## src/rtl/l1_cache_control_if.sv

```systemverilog
// Processor-side and L2-side handshake plus datapath flag/enable bundle
// for the L1 cache controller. The controller uses the slave view; the
// processor/datapath/L2 environment uses the master view.
interface l1_cache_control_if;
    logic       mem_read;
    logic       mem_write;
    logic       hit0;
    logic       hit1;
    logic       dirty0;
    logic       dirty1;
    logic       lru;
    logic       l2_mem_resp;

    logic       mem_resp;
    logic       data_in_mux_sel;
    logic [1:0] l2_mem_address_mux_sel;
    logic       lru_w;
    logic       dirty0_w;
    logic       valid0_w;
    logic       tag0_w;
    logic       data0_w;
    logic       dirty1_w;
    logic       valid1_w;
    logic       tag1_w;
    logic       data1_w;
    logic       l2_mem_read;
    logic       l2_mem_write;

    modport master (
        output mem_read, mem_write, hit0, hit1, dirty0, dirty1, lru, l2_mem_resp,
        input  mem_resp, data_in_mux_sel, l2_mem_address_mux_sel, lru_w,
               dirty0_w, valid0_w, tag0_w, data0_w,
               dirty1_w, valid1_w, tag1_w, data1_w,
               l2_mem_read, l2_mem_write
    );

    modport slave (
        input  mem_read, mem_write, hit0, hit1, dirty0, dirty1, lru, l2_mem_resp,
        output mem_resp, data_in_mux_sel, l2_mem_address_mux_sel, lru_w,
               dirty0_w, valid0_w, tag0_w, data0_w,
               dirty1_w, valid1_w, tag1_w, data1_w,
               l2_mem_read, l2_mem_write
    );
endinterface

```

## src/rtl/l1_cache_control.sv

```systemverilog
// Sequencing FSM for the 2-way write-back, write-allocate L1 cache.
//
//   state       | meaning
//   ------------+-----------------------------------------------------
//   S_IDLE      | decode request; hits respond in the same cycle
//   S_WRITEBACK | dirty victim line being written to L2
//   S_FILL      | missing line being read from L2 into the victim way
//
// Outputs are Mealy (state + inputs). A completed fill sets r_retry so the
// re-hit that follows is not counted as a fresh hit.
module l1_cache_control #(
    parameter int COUNT_WIDTH = 16
) (
    input  logic                   i_clk,
    input  logic                   i_reset_n,
    l1_cache_control_if.slave      bus,
    output logic [COUNT_WIDTH-1:0] o_hit_count,
    output logic [COUNT_WIDTH-1:0] o_miss_count,
    output logic [COUNT_WIDTH-1:0] o_wb_count
);

    typedef enum logic [1:0] {
        S_IDLE      = 2'd0,
        S_WRITEBACK = 2'd1,
        S_FILL      = 2'd2
    } state_t;

    localparam logic [COUNT_WIDTH-1:0] C_MAX = '1;
    localparam logic [COUNT_WIDTH-1:0] C_ONE = {{(COUNT_WIDTH-1){1'b0}}, 1'b1};

    state_t                 r_state;
    state_t                 w_next;
    logic                   r_retry;
    logic [COUNT_WIDTH-1:0] r_hit_count;
    logic [COUNT_WIDTH-1:0] r_miss_count;
    logic [COUNT_WIDTH-1:0] r_wb_count;

    logic w_req;
    logic w_hit;
    logic w_way;
    logic w_victim;
    logic w_victim_dirty;
    logic w_hit_inc;
    logic w_miss_inc;
    logic w_wb_inc;
    logic w_retry_set;

    // Both read and write asserted decodes as a write; way 1 wins a double hit.
    assign w_req          = bus.mem_read | bus.mem_write;
    assign w_hit          = bus.hit0 | bus.hit1;
    assign w_way          = bus.hit1;
    assign w_victim       = bus.lru;
    assign w_victim_dirty = w_victim ? bus.dirty1 : bus.dirty0;

    // State, retry flag and saturating performance counters.
    always_ff @(posedge i_clk) begin
        if (!i_reset_n) begin
            r_state      <= S_IDLE;
            r_retry      <= 1'b0;
            r_hit_count  <= '0;
            r_miss_count <= '0;
            r_wb_count   <= '0;
        end else begin
            r_state <= w_next;
            if (w_retry_set) begin
                r_retry <= 1'b1;
            end else if (r_state == S_IDLE) begin
                r_retry <= 1'b0;
            end
            if (w_hit_inc && (r_hit_count != C_MAX)) begin
                r_hit_count <= r_hit_count + C_ONE;
            end
            if (w_miss_inc && (r_miss_count != C_MAX)) begin
                r_miss_count <= r_miss_count + C_ONE;
            end
            if (w_wb_inc && (r_wb_count != C_MAX)) begin
                r_wb_count <= r_wb_count + C_ONE;
            end
        end
    end

    // Next-state decode and every datapath/L2 control output; held low in reset.
    always_comb begin
        w_next                     = r_state;
        w_hit_inc                  = 1'b0;
        w_miss_inc                 = 1'b0;
        w_wb_inc                   = 1'b0;
        w_retry_set                = 1'b0;
        bus.mem_resp               = 1'b0;
        bus.data_in_mux_sel        = 1'b0;
        bus.l2_mem_address_mux_sel = 2'b00;
        bus.lru_w                  = 1'b0;
        bus.dirty0_w               = 1'b0;
        bus.valid0_w               = 1'b0;
        bus.tag0_w                 = 1'b0;
        bus.data0_w                = 1'b0;
        bus.dirty1_w               = 1'b0;
        bus.valid1_w               = 1'b0;
        bus.tag1_w                 = 1'b0;
        bus.data1_w                = 1'b0;
        bus.l2_mem_read            = 1'b0;
        bus.l2_mem_write           = 1'b0;
        if (i_reset_n) begin
            case (r_state)
                S_IDLE: begin
                    if (w_req) begin
                        if (w_hit) begin
                            bus.mem_resp = 1'b1;
                            bus.lru_w    = 1'b1;
                            w_hit_inc    = !r_retry;
                            if (bus.mem_write) begin
                                bus.data_in_mux_sel = 1'b1;
                                bus.data0_w         = !w_way;
                                bus.dirty0_w        = !w_way;
                                bus.data1_w         = w_way;
                                bus.dirty1_w        = w_way;
                            end
                        end else begin
                            w_miss_inc = 1'b1;
                            w_next     = w_victim_dirty ? S_WRITEBACK : S_FILL;
                        end
                    end
                end
                S_WRITEBACK: begin
                    bus.l2_mem_write           = 1'b1;
                    bus.l2_mem_address_mux_sel = w_victim ? 2'b10 : 2'b01;
                    if (bus.l2_mem_resp) begin
                        w_wb_inc = 1'b1;
                        w_next   = S_FILL;
                    end
                end
                S_FILL: begin
                    bus.l2_mem_read = 1'b1;
                    if (bus.l2_mem_resp) begin
                        bus.data0_w  = !w_victim;
                        bus.tag0_w   = !w_victim;
                        bus.valid0_w = !w_victim;
                        bus.dirty0_w = !w_victim;
                        bus.data1_w  = w_victim;
                        bus.tag1_w   = w_victim;
                        bus.valid1_w = w_victim;
                        bus.dirty1_w = w_victim;
                        w_retry_set  = 1'b1;
                        w_next       = S_IDLE;
                    end
                end
                default: w_next = S_IDLE;
            endcase
        end
    end

    assign o_hit_count  = r_hit_count;
    assign o_miss_count = r_miss_count;
    assign o_wb_count   = r_wb_count;

endmodule

```

## src/flat_wrapper.sv

```systemverilog
// flat-port wrapper written by rule: the top's interface ports become plain ports
module l1_cache_control_flat 
#(
    parameter int COUNT_WIDTH = 16
)
  (i_clk, i_reset_n, o_hit_count, o_miss_count, o_wb_count, bus_mem_read, bus_mem_write, bus_hit0, bus_hit1, bus_dirty0, bus_dirty1, bus_lru, bus_l2_mem_resp, bus_mem_resp, bus_data_in_mux_sel, bus_l2_mem_address_mux_sel, bus_lru_w, bus_dirty0_w, bus_valid0_w, bus_tag0_w, bus_data0_w, bus_dirty1_w, bus_valid1_w, bus_tag1_w, bus_data1_w, bus_l2_mem_read, bus_l2_mem_write);
  l1_cache_control_if bus_i ();
  input  logic i_clk;
  input  logic i_reset_n;
  output logic [COUNT_WIDTH-1:0] o_hit_count;
  output logic [COUNT_WIDTH-1:0] o_miss_count;
  output logic [COUNT_WIDTH-1:0] o_wb_count;
  input wire logic [$bits(bus_i.mem_read)-1:0] bus_mem_read;
  input wire logic [$bits(bus_i.mem_write)-1:0] bus_mem_write;
  input wire logic [$bits(bus_i.hit0)-1:0] bus_hit0;
  input wire logic [$bits(bus_i.hit1)-1:0] bus_hit1;
  input wire logic [$bits(bus_i.dirty0)-1:0] bus_dirty0;
  input wire logic [$bits(bus_i.dirty1)-1:0] bus_dirty1;
  input wire logic [$bits(bus_i.lru)-1:0] bus_lru;
  input wire logic [$bits(bus_i.l2_mem_resp)-1:0] bus_l2_mem_resp;
  output wire logic [$bits(bus_i.mem_resp)-1:0] bus_mem_resp;
  output wire logic [$bits(bus_i.data_in_mux_sel)-1:0] bus_data_in_mux_sel;
  output wire logic [$bits(bus_i.l2_mem_address_mux_sel)-1:0] bus_l2_mem_address_mux_sel;
  output wire logic [$bits(bus_i.lru_w)-1:0] bus_lru_w;
  output wire logic [$bits(bus_i.dirty0_w)-1:0] bus_dirty0_w;
  output wire logic [$bits(bus_i.valid0_w)-1:0] bus_valid0_w;
  output wire logic [$bits(bus_i.tag0_w)-1:0] bus_tag0_w;
  output wire logic [$bits(bus_i.data0_w)-1:0] bus_data0_w;
  output wire logic [$bits(bus_i.dirty1_w)-1:0] bus_dirty1_w;
  output wire logic [$bits(bus_i.valid1_w)-1:0] bus_valid1_w;
  output wire logic [$bits(bus_i.tag1_w)-1:0] bus_tag1_w;
  output wire logic [$bits(bus_i.data1_w)-1:0] bus_data1_w;
  output wire logic [$bits(bus_i.l2_mem_read)-1:0] bus_l2_mem_read;
  output wire logic [$bits(bus_i.l2_mem_write)-1:0] bus_l2_mem_write;
  assign bus_i.mem_read = bus_mem_read;
  assign bus_i.mem_write = bus_mem_write;
  assign bus_i.hit0 = bus_hit0;
  assign bus_i.hit1 = bus_hit1;
  assign bus_i.dirty0 = bus_dirty0;
  assign bus_i.dirty1 = bus_dirty1;
  assign bus_i.lru = bus_lru;
  assign bus_i.l2_mem_resp = bus_l2_mem_resp;
  assign bus_mem_resp = bus_i.mem_resp;
  assign bus_data_in_mux_sel = bus_i.data_in_mux_sel;
  assign bus_l2_mem_address_mux_sel = bus_i.l2_mem_address_mux_sel;
  assign bus_lru_w = bus_i.lru_w;
  assign bus_dirty0_w = bus_i.dirty0_w;
  assign bus_valid0_w = bus_i.valid0_w;
  assign bus_tag0_w = bus_i.tag0_w;
  assign bus_data0_w = bus_i.data0_w;
  assign bus_dirty1_w = bus_i.dirty1_w;
  assign bus_valid1_w = bus_i.valid1_w;
  assign bus_tag1_w = bus_i.tag1_w;
  assign bus_data1_w = bus_i.data1_w;
  assign bus_l2_mem_read = bus_i.l2_mem_read;
  assign bus_l2_mem_write = bus_i.l2_mem_write;
  l1_cache_control #(.COUNT_WIDTH(COUNT_WIDTH)) u_core (.i_clk(i_clk), .i_reset_n(i_reset_n), .bus(bus_i), .o_hit_count(o_hit_count), .o_miss_count(o_miss_count), .o_wb_count(o_wb_count));
endmodule
```

## config.mk

```make
export PLATFORM = sky130hd
export DESIGN_NAME = l1_cache_control_flat
export DESIGN_NICKNAME = d
export VERILOG_FILES = /design/src/rtl/l1_cache_control_if.sv /design/src/rtl/l1_cache_control.sv /design/src/flat_wrapper.sv
export SDC_FILE = /design/constraint.sdc
export NUM_CORES = 1
export LEC_CHECK = 0
export ABC_AREA = 1
export BUFFER_PORTS_ARGS = -buffer_cell sky130_fd_sc_hd__buf_4
export CELL_PAD_IN_SITES_DETAIL_PLACEMENT = 0
export CELL_PAD_IN_SITES_GLOBAL_PLACEMENT = 1
export CORE_AREA = 2 2 97 90
export CTS_CLUSTER_SIZE = 12
export DETAILED_ROUTE_END_ITERATION = 8
export DIE_AREA = 0 0 99 92
export PLACE_DENSITY = 0.86
export RECOVER_POWER = 50
export SLEW_MARGIN = 0
export SYNTH_ARGS = -nofsm -noshare
export SYNTH_HDL_FRONTEND = slang
export SYNTH_SLANG_ARGS = --single-unit
```

## constraint.sdc

```tcl
create_clock -name i_clk -period 4.8 [get_ports i_clk]
set_input_delay 0.48 -clock i_clk [delete_from_list [all_inputs] [get_ports i_clk]]
set_output_delay 0.48 -clock i_clk [all_outputs]
set_load 0.01 [all_outputs]
```

[After elaboration in Yosys (flattened, before gate mapping)]
Cells that the tools add are included.
Storage, ports and cells
  output and inout port bits: 63
  input bits: 10
  flip-flop bits (word level): 51
  logic and storage cells: 82
Cells by class
  mux-type cells: 54
  bitwise operators: 2
  reduce and logical (&&, ||, !) cells: 9
  $add $sub $neg: 3
  equal/unequal tests: 9
Operators by type and width (number)
  adder 16 x 1 -> 16 bit (second input constant): 3
  inequality test 16 bit (second input constant): 3
  2-to-1 mux 1 bit: 43
  2-to-1 mux 2 bit: 8
  inequality test 2 bit (second input constant): 3
  case mux 2 bit (3 select lines): 1
  case mux 1 bit (2 select lines): 2
  AND reduction 4 bit: 1
  logical AND 1 bit: 3
  zero test 1 bit: 3
  equality test 2 x 1 -> 1 bit (second input constant): 1
  equality test 2 bit (second input constant): 1
  zero test 2 bit: 1
  inequality test 2 x 1 -> 1 bit (second input constant): 1
  OR 1 bit: 2
  nonzero test 2 bit: 1

[Logic depth before layout (Yosys ltp)]
  depth after elaboration: 6
  mapped depth: 11
  depth with buffers taken out: 10

[Least setup slack after synthesis]
No wires, ideal clock.
  kind: input to output
  from: in i_reset_n
  to: out bus_dirty0_w
  arrival time: 1198 ps
  buffers on the path: 2
  path slack: 3122 ps
  cell stages on the path: 4
  data required time: 4320 ps
  path through: clkbuf_1 > nand2_1 > a21oi_1 > buf_4
On the way
  longest elaborated chain between the ends: 1
RTL lines
  start, declared: RTL line flat_wrapper.sv:9  | input logic i_reset_n;
  2-to-1 mux 1 bit
  end, declared: RTL line flat_wrapper.sv:25  | output wire logic [$bits(bus_i.dirty0_w)-1:0] bus_dirty0_w;
Every way passes these cells.

[Worst setup path after layout]
  from: in i_reset_n
  to: reg u_core.r_hit_count[4] (netlist: u_core.o_hit_count[4])
On the way
  longest elaborated chain between the ends: 2
RTL lines
  2-to-1 mux 1 bit: RTL line l1_cache_control.sv:103  | if (i_reset_n) begin
  logical AND 1 bit: RTL line l1_cache_control.sv:70  | if (w_hit_inc && (r_hit_count != C_MAX)) begin
  end signal, assigned: RTL line l1_cache_control.sv:71  | r_hit_count <= r_hit_count + C_ONE;
  end, declared: RTL line l1_cache_control.sv:34  | logic [COUNT_WIDTH-1:0] r_hit_count;
Parallel ways exist; a longest one is shown, timed or not.
A chain may end at the register's enable or synchronous reset.

==> impl_metrics.env <==
export IMPL_hold_end="u_core.r_state[0]"
export IMPL_path_buf_inv=1
export IMPL_nets=605
export IMPL_drt_total_wl_um=8030
export IMPL_start_util_pct=37.3
export IMPL_synth_distinct_cells=23
export IMPL_gp_congestion=0.797
export IMPL_dr_pass1_iters=4
export IMPL_dp_hpwl_um=6020
export IMPL_rsz0062_at_grt="false"
export IMPL_hold_path_class="in2reg"
export IMPL_finalMaxSlewViolations=0
export IMPL_route_detailed_drc=0
export IMPL_synth_area_per_cell_um2=5.81
export IMPL_fp_row_count=32
export IMPL_drive_gt1_share_pct=6.24
export IMPL_antenna_found_initial=0
export IMPL_placed_area_um2=3650
export IMPL_syn_to_final_growth_pct=16.7
export IMPL_gr_total_overflow=0
export IMPL_die_h_um=92
export IMPL_cp_slowest_stage_delay_ps=490
export IMPL_final_area_um2=3570
export IMPL_cts_sink_count=51
export IMPL_r2r_slack_ps=2800
export IMPL_synth_compound_area_share_pct=7.11
export IMPL_synthMuxAreaShare_pct=0
export IMPL_required_ps=5010
export IMPL_hold_buffers=0
export IMPL_die_area_um2=9110
export IMPL_synth_fp_nets=540
export IMPL_r2r_start="u_core.o_miss_count[0]"
export IMPL_crit_fanout=51
export IMPL_r2r_cells=7
export IMPL_via_per_inst=4.72
export IMPL_ys_warnings_count=0
export IMPL_synth_seq_cells=51
export IMPL_clkLatencyLatePin_ps=310
export IMPL_netlist_instances=527
export IMPL_numPortBuffers=72
export IMPL_endpoint_kind="flop"
export IMPL_arrival_ps=2440
export IMPL_leakage_uw=0.00158
export IMPL_synth_top_area_share_pct=33.4
export IMPL_clockRootBuffer="clkbuf_8"
export IMPL_outcome="complete, no violations"
export IMPL_synth_simple_area_share_pct=46.3
export IMPL_grt_total_usage_pct=17.8
export IMPL_crit_family="simple AND/OR/NAND/NOR gates"
export IMPL_post_cts_setup_buffers=0
export IMPL_start_kind="input port"
export IMPL_clkSlewWorstSetupHoldPaths_ps=100
export IMPL_routedWlPerCell_um=11.6
export IMPL_ioPinCount=73
export IMPL_vias=3282
export IMPL_fin_tns_setup_ps=0
export IMPL_die_w_um=99
export IMPL_p_per_area_nw_per_um2=258
export IMPL_finalClockSkew_ps=8.21
export IMPL_cp_slowest_cell="nor3_1"
export IMPL_holdPathStages=2
export IMPL_cap_violations=0
export IMPL_htree_levels=2
export IMPL_yosysTopAreaCell="dfxtp_1"
export IMPL_clk_path_buf_depth=2
export IMPL_peakVddDrop_v=0.000103
export IMPL_finalCriticalPeriod_ps=2220
export IMPL_grt_pass1_wl_um=13400
export IMPL_grt_pass1_vias=2939
export IMPL_synthAdderAreaFrac_pct=1.23
export IMPL_synth_area_top_cells="dfxtp_1 (33%), nand2_1 (20%), nor2_1 (16%)"
export IMPL_ant_nets=0
export IMPL_path_cells="buf_4 -> nand3_1 -> nor3_1 -> nand2_2 -> a21oi_1 -> nor2_1"
export IMPL_coreArea_um2=8210
export IMPL_worst_hold_startpoint="bus_l2_mem_resp"
export IMPL_grt_max_degree=52
export IMPL_synthesis_area_um2=3060
export IMPL_tightest_slew_ps=631
export IMPL_numCtsBuffers=5
export IMPL_period_share_pct=46.3
export IMPL_drt_iter0_markers=124
export IMPL_setup_viol=0
export IMPL_fmax_mhz=450
export IMPL_hold_violations=0
export IMPL_timing_rr_end="u_core.o_miss_count[13]"
export IMPL_synth_top_family_by_area="simple AND/OR/NAND/NOR gates"
export IMPL_maxSlewHeadroom_pct=57.8
export IMPL_criticalPathCategory="in2reg"
export IMPL_ys_seq_area_share_pct=33.4
export IMPL_antenna_cells=0
export IMPL_synth_xor_area_share_pct=2.29
export IMPL_cts_tree="yes"
export IMPL_cts_resized=0
## placed cells by master (no fill, tap or decap), drive strengths merged, types with 2 or more instances in the layout
master	instances
a21oi	32
a31oi	2
dfxtp	51
clkbuf	54
nand3	36
inv	59
xor2	7
buf	24
nand4	12
ha	3
nand2	163
nor2	131
o21ai	9
nor3	6
## cells in the mapped netlist
| library cell | instances |
|---|---|
| nand3_2 | 1 |
| buf_4 | 5 |
| o21ai_1 | 1 |
| xnor2_1 | 1 |
| a21oi_1 | 32 |
| nand2_1 | 162 |
| nand4_1 | 12 |
| nor3_1 | 5 |
| nand3_1 | 35 |
| inv_1 | 54 |
| xor2_1 | 7 |
| a31oi_1 | 2 |
| ha_1 | 3 |
| nor2_1 | 130 |
| clkbuf_1 | 5 |
| nor2_2 | 1 |
| inv_2 | 5 |
| nand2_2 | 1 |
| dfxtp_1 | 51 |
| and2_1 | 1 |
| nor3_4 | 1 |
| o21ai_0 | 8 |
| buf_2 | 4 |
## sequential cells by signal, indices dropped and copies added, names as in the netlist
name                 cells
u_core.o_miss_count     16
u_core.o_hit_count      16
u_core.r_state           2
u_core.o_wb_count       16
u_core.r_retry           1
## logic make-up after synthesis
group           count (synthesis)
simple gates                  349
buf+inv                        73
flops                          51
compound gates                 43
xor+xnor                        8
fa+ha+maj                       3
## area by class of cell
type	count	area (um2)
Fill cell	953	4640
Multi-Input combinational cell	403	1720
Sequential cell	51	1020
Timing Repair Buffer	72	360
Inverter	59	221
Tap cell	102	128
Clock buffer	6	82.6
Clock inverter	2	35.0
## routing by layer
| layer | track usage, % | part of all wire [%] |
|---|---|---|
| met5 | 0 | 0 |
| met4 | 4.22 | 0.90 |
| met3 | 3.51 | 4.9 |
| met2 | 29.4 | 45 |
| met1 | 24.0 | 49 |
## how the worst max path moves through the flow
stage               from                endpoint  depth (start not counted)  slack, ps
6_report       i_reset_n   u_core.o_hit_count[4]                          6       2580
3_3_place_gp   i_reset_n  u_core.o_hit_count[13]                          6       2630
5_1_grt        i_reset_n   u_core.o_hit_count[6]                          7       2300
2_1_floorplan  i_reset_n            bus_dirty0_w                          4       3120
4_1_cts        i_reset_n              bus_tag1_w                          4       2610
3_5_place_dp   i_reset_n  u_core.o_hit_count[13]                          6       2590
## power breakdown
group | switching [uW] | total [uW] | internal, uW
clock network | 148 | 317 | 169
logic | 89.1 | 140 | 51.0
registers | 23.5 | 464 | 441
## through the flow
| step | power (uW) | util [%] | std cells | setup WS, ps | hold slack [ps] |
|---|---|---|---|---|---|
| final | 922 | 43.5 | 695 | 2580 | 414 |
| after detailed placement | 629 | 44.5 | 687 | 2590 | 523 |
| after floorplan | 570 | - | 527 | 3120 | 501 |
| after CTS | 950 | 45.9 | 695 | 2610 | 405 |
| after global placement | 626 | 44.5 | 687 | 2630 | 515 |
| after global routing | 981 | 43.5 | 695 | 2300 | 433 |
Note: power is estimated with default switching activity, not from simulation.
